## src/rtl/rotate_pkg.sv

```systemverilog
// Shared types for the rotating frame-buffer address generator.
package rotate_pkg;

    localparam int unsigned HCOUNT_W = 11;
    localparam int unsigned VCOUNT_W = 10;

    typedef enum logic [1:0] {
        ROT_0   = 2'd0,
        ROT_90  = 2'd1,
        ROT_180 = 2'd2,
        ROT_270 = 2'd3
    } rot_mode_t;

    typedef enum logic {
        MODE_IDLE    = 1'b0,
        MODE_PENDING = 1'b1
    } mode_state_t;

    typedef struct packed {
        rot_mode_t rot;
        logic      mirror;
    } mode_cfg_t;

    // Quarter turns swap the view width and height.
    function automatic logic is_transposed(input rot_mode_t r);
        return (r == ROT_90) || (r == ROT_270);
    endfunction

endpackage

```

## src/rtl/rotate_mode_ctrl.sv

```systemverilog
// Mode request handshake: shadows requests and applies them only at frame start.
module rotate_mode_ctrl
    import rotate_pkg::*;
(
    input  logic      clk_in,
    input  logic      rst_n_in,
    input  logic      i_frame_start,
    input  logic      i_req,
    input  mode_cfg_t i_cfg,
    output logic      o_busy,
    output mode_cfg_t o_cfg_c
);

    mode_state_t r_state;
    mode_state_t w_state_nxt;
    mode_cfg_t   r_shadow;
    mode_cfg_t   w_shadow_nxt;
    mode_cfg_t   r_active;
    mode_cfg_t   w_active_nxt;

    always_ff @(posedge clk_in or negedge rst_n_in) begin
        if (!rst_n_in) begin
            r_state  <= MODE_IDLE;
            r_shadow <= '0;
            r_active <= '0;
        end else begin
            r_state  <= w_state_nxt;
            r_shadow <= w_shadow_nxt;
            r_active <= w_active_nxt;
        end
    end

    // o_cfg_c is the mode the current input cycle must use: the shadow wins on
    // the frame-start cycle that retires a request captured earlier.
    always_comb begin
        w_state_nxt  = r_state;
        w_shadow_nxt = r_shadow;
        w_active_nxt = r_active;
        o_cfg_c      = r_active;
        case (r_state)
            MODE_IDLE: begin
                if (i_req) begin
                    w_shadow_nxt = i_cfg;
                    w_state_nxt  = MODE_PENDING;
                end
            end
            MODE_PENDING: begin
                if (i_frame_start) begin
                    w_active_nxt = r_shadow;
                    o_cfg_c      = r_shadow;
                    w_state_nxt  = MODE_IDLE;
                end
                if (i_req) begin
                    w_shadow_nxt = i_cfg;
                    w_state_nxt  = MODE_PENDING;
                end
            end
            default: w_state_nxt = MODE_IDLE;
        endcase
    end

    assign o_busy = (r_state == MODE_PENDING);

endmodule

```

## src/rtl/rotate_addr_gen.sv

```systemverilog
// Maps output-view coordinates to row-major source addresses under rotation/mirror,
// through a fixed three-stage pipeline.
module rotate_addr_gen
    import rotate_pkg::*;
#(
    parameter int unsigned SRC_W   = 320,
    parameter int unsigned SRC_H   = 240,
    parameter int unsigned PIXEL_W = 16,
    parameter int unsigned ADDR_W  = $clog2(SRC_W * SRC_H)
) (
    input  logic                clk_in,
    input  logic                rst_n_in,
    input  logic [HCOUNT_W-1:0] hcount_in,
    input  logic [VCOUNT_W-1:0] vcount_in,
    input  logic                data_valid_in,
    input  logic [PIXEL_W-1:0]  pixel_in,
    input  logic [1:0]          mode_in,
    input  logic                mirror_in,
    input  logic                mode_req_in,
    output logic                mode_busy_out,
    output logic [PIXEL_W-1:0]  pixel_out,
    output logic [ADDR_W-1:0]   pixel_addr_out,
    output logic                in_bounds_out,
    output logic                data_valid_out
);

    localparam int unsigned CRD_W = 12;

    logic          w_frame_start;
    mode_cfg_t     w_req_cfg;
    mode_cfg_t     w_cfg;
    logic [CRD_W-1:0] w_vw, w_vh, w_x, w_y, w_xm, w_row, w_col;
    logic          w_in_bounds;

    logic [CRD_W-1:0]   r_s1_row, r_s1_col;
    logic               r_s1_inb, r_s1_valid;
    logic [PIXEL_W-1:0] r_s1_pixel;
    logic [ADDR_W-1:0]  r_s2_prod;
    logic [CRD_W-1:0]   r_s2_col;
    logic               r_s2_inb, r_s2_valid;
    logic [PIXEL_W-1:0] r_s2_pixel;

    assign w_frame_start = data_valid_in && (hcount_in == '0) && (vcount_in == '0);
    assign w_req_cfg     = '{rot: rot_mode_t'(mode_in), mirror: mirror_in};

    rotate_mode_ctrl u_mode_ctrl (
        .clk_in        (clk_in),
        .rst_n_in      (rst_n_in),
        .i_frame_start (w_frame_start),
        .i_req         (mode_req_in),
        .i_cfg         (w_req_cfg),
        .o_busy        (mode_busy_out),
        .o_cfg_c       (w_cfg)
    );

    // Stage 1 logic: bounds on raw coordinates, then mirror, then rotate.
    always_comb begin
        w_vw        = is_transposed(w_cfg.rot) ? CRD_W'(SRC_H) : CRD_W'(SRC_W);
        w_vh        = is_transposed(w_cfg.rot) ? CRD_W'(SRC_W) : CRD_W'(SRC_H);
        w_x         = CRD_W'(hcount_in);
        w_y         = CRD_W'(vcount_in);
        w_in_bounds = (w_x < w_vw) && (w_y < w_vh);
        w_xm        = w_cfg.mirror ? (w_vw - CRD_W'(1) - w_x) : w_x;
        w_row       = '0;
        w_col       = '0;
        if (w_in_bounds) begin
            case (w_cfg.rot)
                ROT_0: begin
                    w_row = w_y;
                    w_col = w_xm;
                end
                ROT_90: begin
                    w_row = CRD_W'(SRC_H - 1) - w_xm;
                    w_col = w_y;
                end
                ROT_180: begin
                    w_row = CRD_W'(SRC_H - 1) - w_y;
                    w_col = CRD_W'(SRC_W - 1) - w_xm;
                end
                ROT_270: begin
                    w_row = w_xm;
                    w_col = CRD_W'(SRC_W - 1) - w_y;
                end
                default: begin
                    w_row = '0;
                    w_col = '0;
                end
            endcase
        end
    end

    always_ff @(posedge clk_in or negedge rst_n_in) begin
        if (!rst_n_in) begin
            r_s1_row       <= '0;
            r_s1_col       <= '0;
            r_s1_inb       <= 1'b0;
            r_s1_valid     <= 1'b0;
            r_s1_pixel     <= '0;
            r_s2_prod      <= '0;
            r_s2_col       <= '0;
            r_s2_inb       <= 1'b0;
            r_s2_valid     <= 1'b0;
            r_s2_pixel     <= '0;
            pixel_addr_out <= '0;
            in_bounds_out  <= 1'b0;
            data_valid_out <= 1'b0;
            pixel_out      <= '0;
        end else begin
            r_s1_row       <= w_row;
            r_s1_col       <= w_col;
            r_s1_inb       <= w_in_bounds;
            r_s1_valid     <= data_valid_in;
            r_s1_pixel     <= pixel_in;
            r_s2_prod      <= ADDR_W'(r_s1_row) * ADDR_W'(SRC_W);
            r_s2_col       <= r_s1_col;
            r_s2_inb       <= r_s1_inb;
            r_s2_valid     <= r_s1_valid;
            r_s2_pixel     <= r_s1_pixel;
            pixel_addr_out <= r_s2_prod + ADDR_W'(r_s2_col);
            in_bounds_out  <= r_s2_inb;
            data_valid_out <= r_s2_valid;
            pixel_out      <= r_s2_pixel;
        end
    end

endmodule

```

## config.mk

```make
export PLATFORM = sky130hd
export DESIGN_NAME = rotate_addr_gen
export DESIGN_NICKNAME = d
export VERILOG_FILES = /design/src/rtl/rotate_pkg.sv /design/src/rtl/rotate_mode_ctrl.sv /design/src/rtl/rotate_addr_gen.sv
export SDC_FILE = /design/constraint.sdc
export NUM_CORES = 1
export LEC_CHECK = 0
export CORE_MARGIN = 5
export CORE_UTILIZATION = 30
export DETAILED_ROUTE_END_ITERATION = 10
export SLEW_MARGIN = 10
export SYNTH_ARGS = -nofsm -noshare
export SYNTH_HDL_FRONTEND = slang
export SYNTH_SLANG_ARGS = --single-unit
```

## constraint.sdc

```tcl
create_clock -name clk_in -period 4.7 [get_ports clk_in]
set_input_delay 0.94 -clock clk_in [delete_from_list [all_inputs] [get_ports clk_in]]
set_output_delay 0.94 -clock clk_in [all_outputs]
set_load 0.005 [all_outputs]
```

# ---- Word-level counts from Yosys, hierarchy flattened
# Index checks and enable logic that the tools add are counted.
dict set report word_totals {
  ff_bits 125
  inputBits 44
  output_inout_bits 36
}
dict set report op_classes {
  add_sub_neg 7
  mul 1
  order_cmp 2
  n_eq_ne 3
  mux 14
  bitwise 1
  n_reduce_logical 7
}
# op n
set op_table {}
lappend op_table {{12-bit one-hot mux with 4 select lines} 2}
lappend op_table {{12-bit 2-to-1 mux} 3}
lappend op_table {{9-bit 2-to-1 mux} 2}
lappend op_table {{17-bit by 12-bit adder with 17-bit output} 1}
lappend op_table {{12-bit by 3-bit multiplier with 11-bit output, second input constant} 1}
lappend op_table {{12-bit by 11-bit subtractor with 12-bit output} 1}
lappend op_table {{8-bit by 12-bit subtractor with 12-bit output, first input constant} 1}
lappend op_table {{9-bit by 12-bit subtractor with 12-bit output, first input constant} 1}
lappend op_table {{11-bit zero test} 1}
lappend op_table {{11-bit by 9-bit less-than comparator with 1-bit output} 1}
lappend op_table {{8-bit by 10-bit subtractor with 11-bit output, first input constant} 1}
lappend op_table {{9-bit by 10-bit subtractor with 11-bit output, first input constant} 1}
lappend op_table {{10-bit zero test} 1}
lappend op_table {{10-bit by 9-bit less-than comparator with 1-bit output} 1}
lappend op_table {{9-bit by 1-bit subtractor with 10-bit output, second input constant} 1}
lappend op_table {{3-bit 2-to-1 mux} 3}
lappend op_table {{2-bit == test, second input constant} 2}
lappend op_table {{1-bit logical AND} 3}
lappend op_table {{1-bit 2-to-1 mux} 3}
lappend op_table {{2-bit by 1-bit == test with 1-bit output, second input constant} 1}
lappend op_table {{2-bit zero test} 1}
lappend op_table {{1-bit one-hot mux with 2 select lines} 1}
lappend op_table {{1-bit logical OR} 1}
lappend op_table {{1-bit NOT} 1}

# ---- Logic depth before layout (Yosys ltp)
dict set report logic_depth {
  ltp_word 14
  mapped_depth 20
  depth_no_buf 17
}

# ---- Hierarchy
# A second synthesis with hierarchy kept.
dict set report hier_totals {
  cells_unflattened 424
  area_unflattened_um2 5377.7
}
# mod n_inst cells_per_inst area_each_um2 seq_area_each_um2
set modules_own_cells {}
lappend modules_own_cells {rotate_addr_gen 1 408 5104.9 2927.8}
lappend modules_own_cells {rotate_mode_ctrl 1 16 272.8 175.2}

# ---- Worst setup path before layout
# Ideal clock, no wire load.
dict set report synth_timing {
  kind {input to register}
  from {input port vcount_in[6]}
  to {register r_s1_row[10]}
  arrival_time_ps 4717
  required_time_ps 4576
  path_slack_ps -141
  path_stages 20
  path_buffers 3
  path_cell_list {inv_1 > ha_1 > nor4b_2 > and4_4 > buf_6 > nand3_4 > nand2_2 > inv_2 > buf_4 > buf_2 > ha_1 > nand3b_2 > a211o_1 > o2111ai_1 > o221ai_1 > ha_1 > a2111oi_0 > o211ai_1 > nor3b_1 > o31a_1}
}
dict set report synth_via {
  elab_chain_cells 13
  word_cells_on_any_way 21
  classes_between {4 x add/sub; 2 x order compare; 3 x eq/ne; 7 x mux; 5 x reduce/logical}
}
# item line_no
set synth_lines {}
lappend synth_lines {{start: declaration} rotate_addr_gen.sv:14} ;# input logic [VCOUNT_W-1:0] vcount_in,
lappend synth_lines {{10-bit zero test} rotate_addr_gen.sv:43} ;# assign w_frame_start = data_valid_in && (hcount_in == '0) && (vcount_in == '0);
lappend synth_lines {{1-bit logical AND} rotate_addr_gen.sv:43}
lappend synth_lines {{3-bit 2-to-1 mux} rotate_mode_ctrl.sv:48} ;# if (i_frame_start) begin
lappend synth_lines {{3-bit 2-to-1 mux} n/a}
lappend synth_lines {{2-bit by 1-bit == test with 1-bit output or 2-bit == test (tied branches)} {rotate_pkg.sv:26, rotate_addr_gen.sv:67}}
lappend synth_lines {{1-bit logical OR} rotate_pkg.sv:26} ;# return (r == ROT_90) || (r == ROT_270);
lappend synth_lines {{9-bit 2-to-1 mux} rotate_addr_gen.sv:58} ;# w_vw = is_transposed(w_cfg.rot) ? CRD_W'(SRC_H) : CRD_W'(SRC_W);
lappend synth_lines {{9-bit by 1-bit subtractor with 10-bit output} rotate_addr_gen.sv:63} ;# w_xm = w_cfg.mirror ? (w_vw - CRD_W'(1) - w_x) : w_x;
lappend synth_lines {{12-bit by 11-bit subtractor with 12-bit output} rotate_addr_gen.sv:63}
lappend synth_lines {{12-bit 2-to-1 mux} rotate_addr_gen.sv:63}
lappend synth_lines {{8-bit by 12-bit subtractor with 12-bit output} rotate_addr_gen.sv:73} ;# w_row = CRD_W'(SRC_H - 1) - w_xm;
lappend synth_lines {{12-bit one-hot mux with 4 select lines} rotate_addr_gen.sv:67} ;# case (w_cfg.rot)
lappend synth_lines {{12-bit 2-to-1 mux (*)} rotate_addr_gen.sv:66} ;# if (w_in_bounds) begin
lappend synth_lines {{via w_row[10]} rotate_addr_gen.sv:32} ;# logic [CRD_W-1:0] w_vw, w_vh, w_x, w_y, w_xm, w_row, w_col;
lappend synth_lines {{end signal: assignment} rotate_addr_gen.sv:109} ;# r_s1_row <= w_row;
lappend synth_lines {{end: declaration} rotate_addr_gen.sv:35} ;# logic [CRD_W-1:0] r_s1_row, r_s1_col;
# The timed path passes the listed nets; every way through them passes the cells marked *.
# A chain may end at the register's enable or synchronous reset.

# ---- Worst setup path after layout
dict set report layout_timing {
  from {input port vcount_in[5]}
  to {register r_s1_row[10]}
}
# Same word-level chain as after synthesis.

==> flow_summary.json <==
{
  "clock_latency_ps": 410,
  "core_area_um2": 18600,
  "place_area_um2": 7150,
  "clock_power_share": 0.485,
  "yosys_warnings": 0,
  "power_leakage_nw": 3.55,
  "drive_gt1_frac": 0.208,
  "fin_nets": 698,
  "ys_ff_latch": 124,
  "final_common_cell": "dfrtp_1",
  "grt_pass1_wl_mm": 22.5,
  "cts_resized": 0,
  "num_antenna_cells": 0,
  "clk_path_buf_depth": 2,
  "cts_sinks": 124,
  "fmax_mhz": 224,
  "highest_layer": "met4",
  "p_int_mw": 2.03,
  "cp-end-kind": "flop",
  "power_density_nw_per_um2": 339,
  "path_max_fanout": 7,
  "cts_buffers": 17,
  "hold-path-cell-count": 0,
  "seqCellArea_um2": 3100,
  "cts_tree": "built",
  "dp_hpwl_mm": 10.6,
  "multi_input_area_um2": 2420,
  "hold_viol": 0,
  "rows": 50,
  "numPlacedInstances": 828,
  "wl_mm": 13.7,
  "seqPwrFrac": 0.428,
  "io_pins": 80,
  "dr_wl_met3_um": 652,
  "antenna_left": 0,
  "finalNonFillerCells": 859,
  "grt_pass1_vias": 4295,
  "syn_to_final_growth_pct": 37.5,
  "root_buffer": "clkbuf_16",
  "fin_worst_skew_ps": 8.38,
  "peakVddDrop_v": 0.000234,
  "design.die.area_um2": 21600,
  "hp-start": "r_s2_pixel[5]$_DFF_PN0_",
  "drc_errors": 0,
  "antenna_found_initial": 0,
  "grtUsageTotal": 0.131,
  "max_slew.worst_pin.slew_ps": 753,
  "combPwrFrac": 0.087,
  "min_to": "pixel_out[5]$_DFF_PN0_",
  "syn-mean-instance-area_um2": 12.0,
  "r2r_slack_ps": 1340,
  "min_period_ps": 4470,
  "port_buffers": 79,
  "fin_crit_sh": 0.951,
  "initialDrtViolationCount": 182,
  "synth_edf_count": 0,
  "setup_viol": 0,
  "grt_max_degree": 67,
  "wl_met2_mm": 6.68,
  "drv_slew": 0,
  "gr-total-overflow": 0,
  "slew-limit-headroom": 0.498,
  "async_flop_share": 1.00,
  "sw_frac_of_total": 0.228,
  "reg2regPathDepth": 13,
  "status": "finished clean",
  "ys_types": 75,
  "cts_max_level": 4,
  "hold_buffers": 0,
  "die_w_um": 147,
  "rsz0062_at_grt": "false",
  "maxCapViolations": 0,
  "postCtsSetupBuffers": 0,
  "num_vias": 4153,
  "n_fill_cell": 1722,
  "start_util": 0.304,
  "yosysSeqAreaShare": 0.550,
  "final_area_um2": 7750,
  "synth.largest_area_cell": "dfrtp_1",
  "netlist_area_um2": 5640,
  "final.setup.tns_ps": 0,
  "clk_pin_slew_ps": 60,
  "routedWlPerCell_um": 15.9,
  "cp.arrival_ps": 4770,
  "r2r_start": "u_mode_ctrl.o_busy$_DFF_PN0_",
  "path_class": "primary input to flop",
  "final_cell_mix": "dfrtp_1 (124), clkdlybuf4s50_1 (78), buf_4 (60), ha_1 (39), a21oi_1 (26)",
  "synthCells": 469,
  "netlist.area_leader.share": 0.550,
  "vias_per_cell": 4.83,
  "cp.required_ps": 5000,
  "wl_met1_mm": 5.94,
  "startpoint_type": "primary input",
  "synth_area_leaders": "dfrtp_1 (55%), ha_1 (8.6%), xnor2_1 (3.7%)",
  "die_h_um": 147,
  "r2r-end": "r_s1_row[10]$_DFF_PN0_",
  "dr.pass1.iters": 4,
  "synthFlopType": "dfrtp_1",
  "switchingPower_uw": 600,
  "hold_class": "flop to flop",
  "routabilityCongestion": 0.842,
  "synthesis.nets": 554
}
-- layout make-up --
type	count	share of cell area
Clock buffer	19	0.0571
Clock inverter	12	0.0177
Inverter	24	0.0116
Multi-Input combinational cell	306	0.312
Sequential cell	124	0.400
Tap cell	234	0.0378
Timing Repair Buffer	140	0.164
-- synth_stat cells (3+ instances only) --
cell type	count
a21oi_1	26
and3_1	6
or3_1	4
mux2_2	4
nand2_1	22
xor2_1	7
buf_2	7
a21boi_0	6
a31oi_1	12
o21ai_0	17
a221oi_1	3
nand3_1	11
nand4_1	3
a211oi_1	6
inv_1	22
nor2_1	25
nor3_1	6
o21bai_1	3
o211ai_1	8
xnor2_1	24
nor2b_1	3
ha_1	39
a21o_1	6
o21a_1	3
a211o_1	3
or2_2	4
dfrtp_1	124
buf_1	4
-- metrics by stage --
step | setup slack (ps) | utilization | total power, mW | hold slack (ps)
6_report | 233 | 0.417 | 2.63 | 345
5_1_grt | 53.2 | 0.417 | 2.74 | 349
4_1_cts | 82.2 | 0.416 | 2.67 | 348
3_5_place_dp | -360 | 0.385 | 1.37 | 335
3_3_place_gp | -207 | 0.385 | 1.37 | 332
2_1_floorplan | 26.0 | - | 1.22 | 331
-- flip-flops by register name, summed over array words and instances (netlist names), 11 cells and up --
signal and flops:
r_s2_pixel 16, r_s2_col 12, r_s1_col 12, r_s2_prod 11, pixel_addr_out 17, r_s1_pixel 16
r_s1_row 11, pixel_out 16
-- cell families after synthesis --
group | after synthesis | share of synthesized area
simple gates | 107 | 0.111
buf+inv | 39 | 0.0302
mux | 7 | 0.0140
fa+ha+maj | 41 | 0.0936
flops | 124 | 0.550
compound gates | 120 | 0.153
xor+xnor | 31 | 0.0481
-- worst max-delay path: stages --
cell	delay [ps]
clkdlybuf4s50_1	420
inv_1	90
ha_1	200
nor4bb_4	280
and4_4	290
nand3_4	90
nand2_4	140
inv_2	50
ha_1	210
nand3b_2	230
a211o_1	340
o2111ai_1	130
o221ai_2	170
ha_1	280
a221oi_1	300
o211ai_1	160
nor3b_1	160
o31a_1	290
-- routing by layer --
metal / GRT usage / vias up
met5: 0 / -
met4: 0.0578 / 0
met3: 0.0370 / 23
met2: 0.213 / 118
met1: 0.163 / 2031
li1: - / 1981
-- worst max-delay path by stage --
stage                            start  slack, ps                      to
after floorplan           vcount_in[6]         30  r_s1_row[10]$_DFF_PN0_
after global placement    vcount_in[5]       -210   r_s1_col[9]$_DFF_PN0_
after detailed placement  vcount_in[5]       -360  r_s1_row[10]$_DFF_PN0_
after CTS                 vcount_in[5]         80  r_s1_row[10]$_DFF_PN0_
after global routing      vcount_in[5]         50  r_s1_row[10]$_DFF_PN0_
final                     vcount_in[5]        230  r_s1_row[10]$_DFF_PN0_
-- power by group through the flow --
stage / combinational (mW) / clock, mW / sequential (mW)
floorplan: 0.0812 / 0 / 1.14
global placement: 0.229 / 0 / 1.14
detailed placement: 0.230 / 0 / 1.14
CTS: 0.231 / 1.32 / 1.12
global route: 0.254 / 1.36 / 1.13
finish: 0.229 / 1.27 / 1.12
No activity file was read; power rests on OpenSTA's default activity.
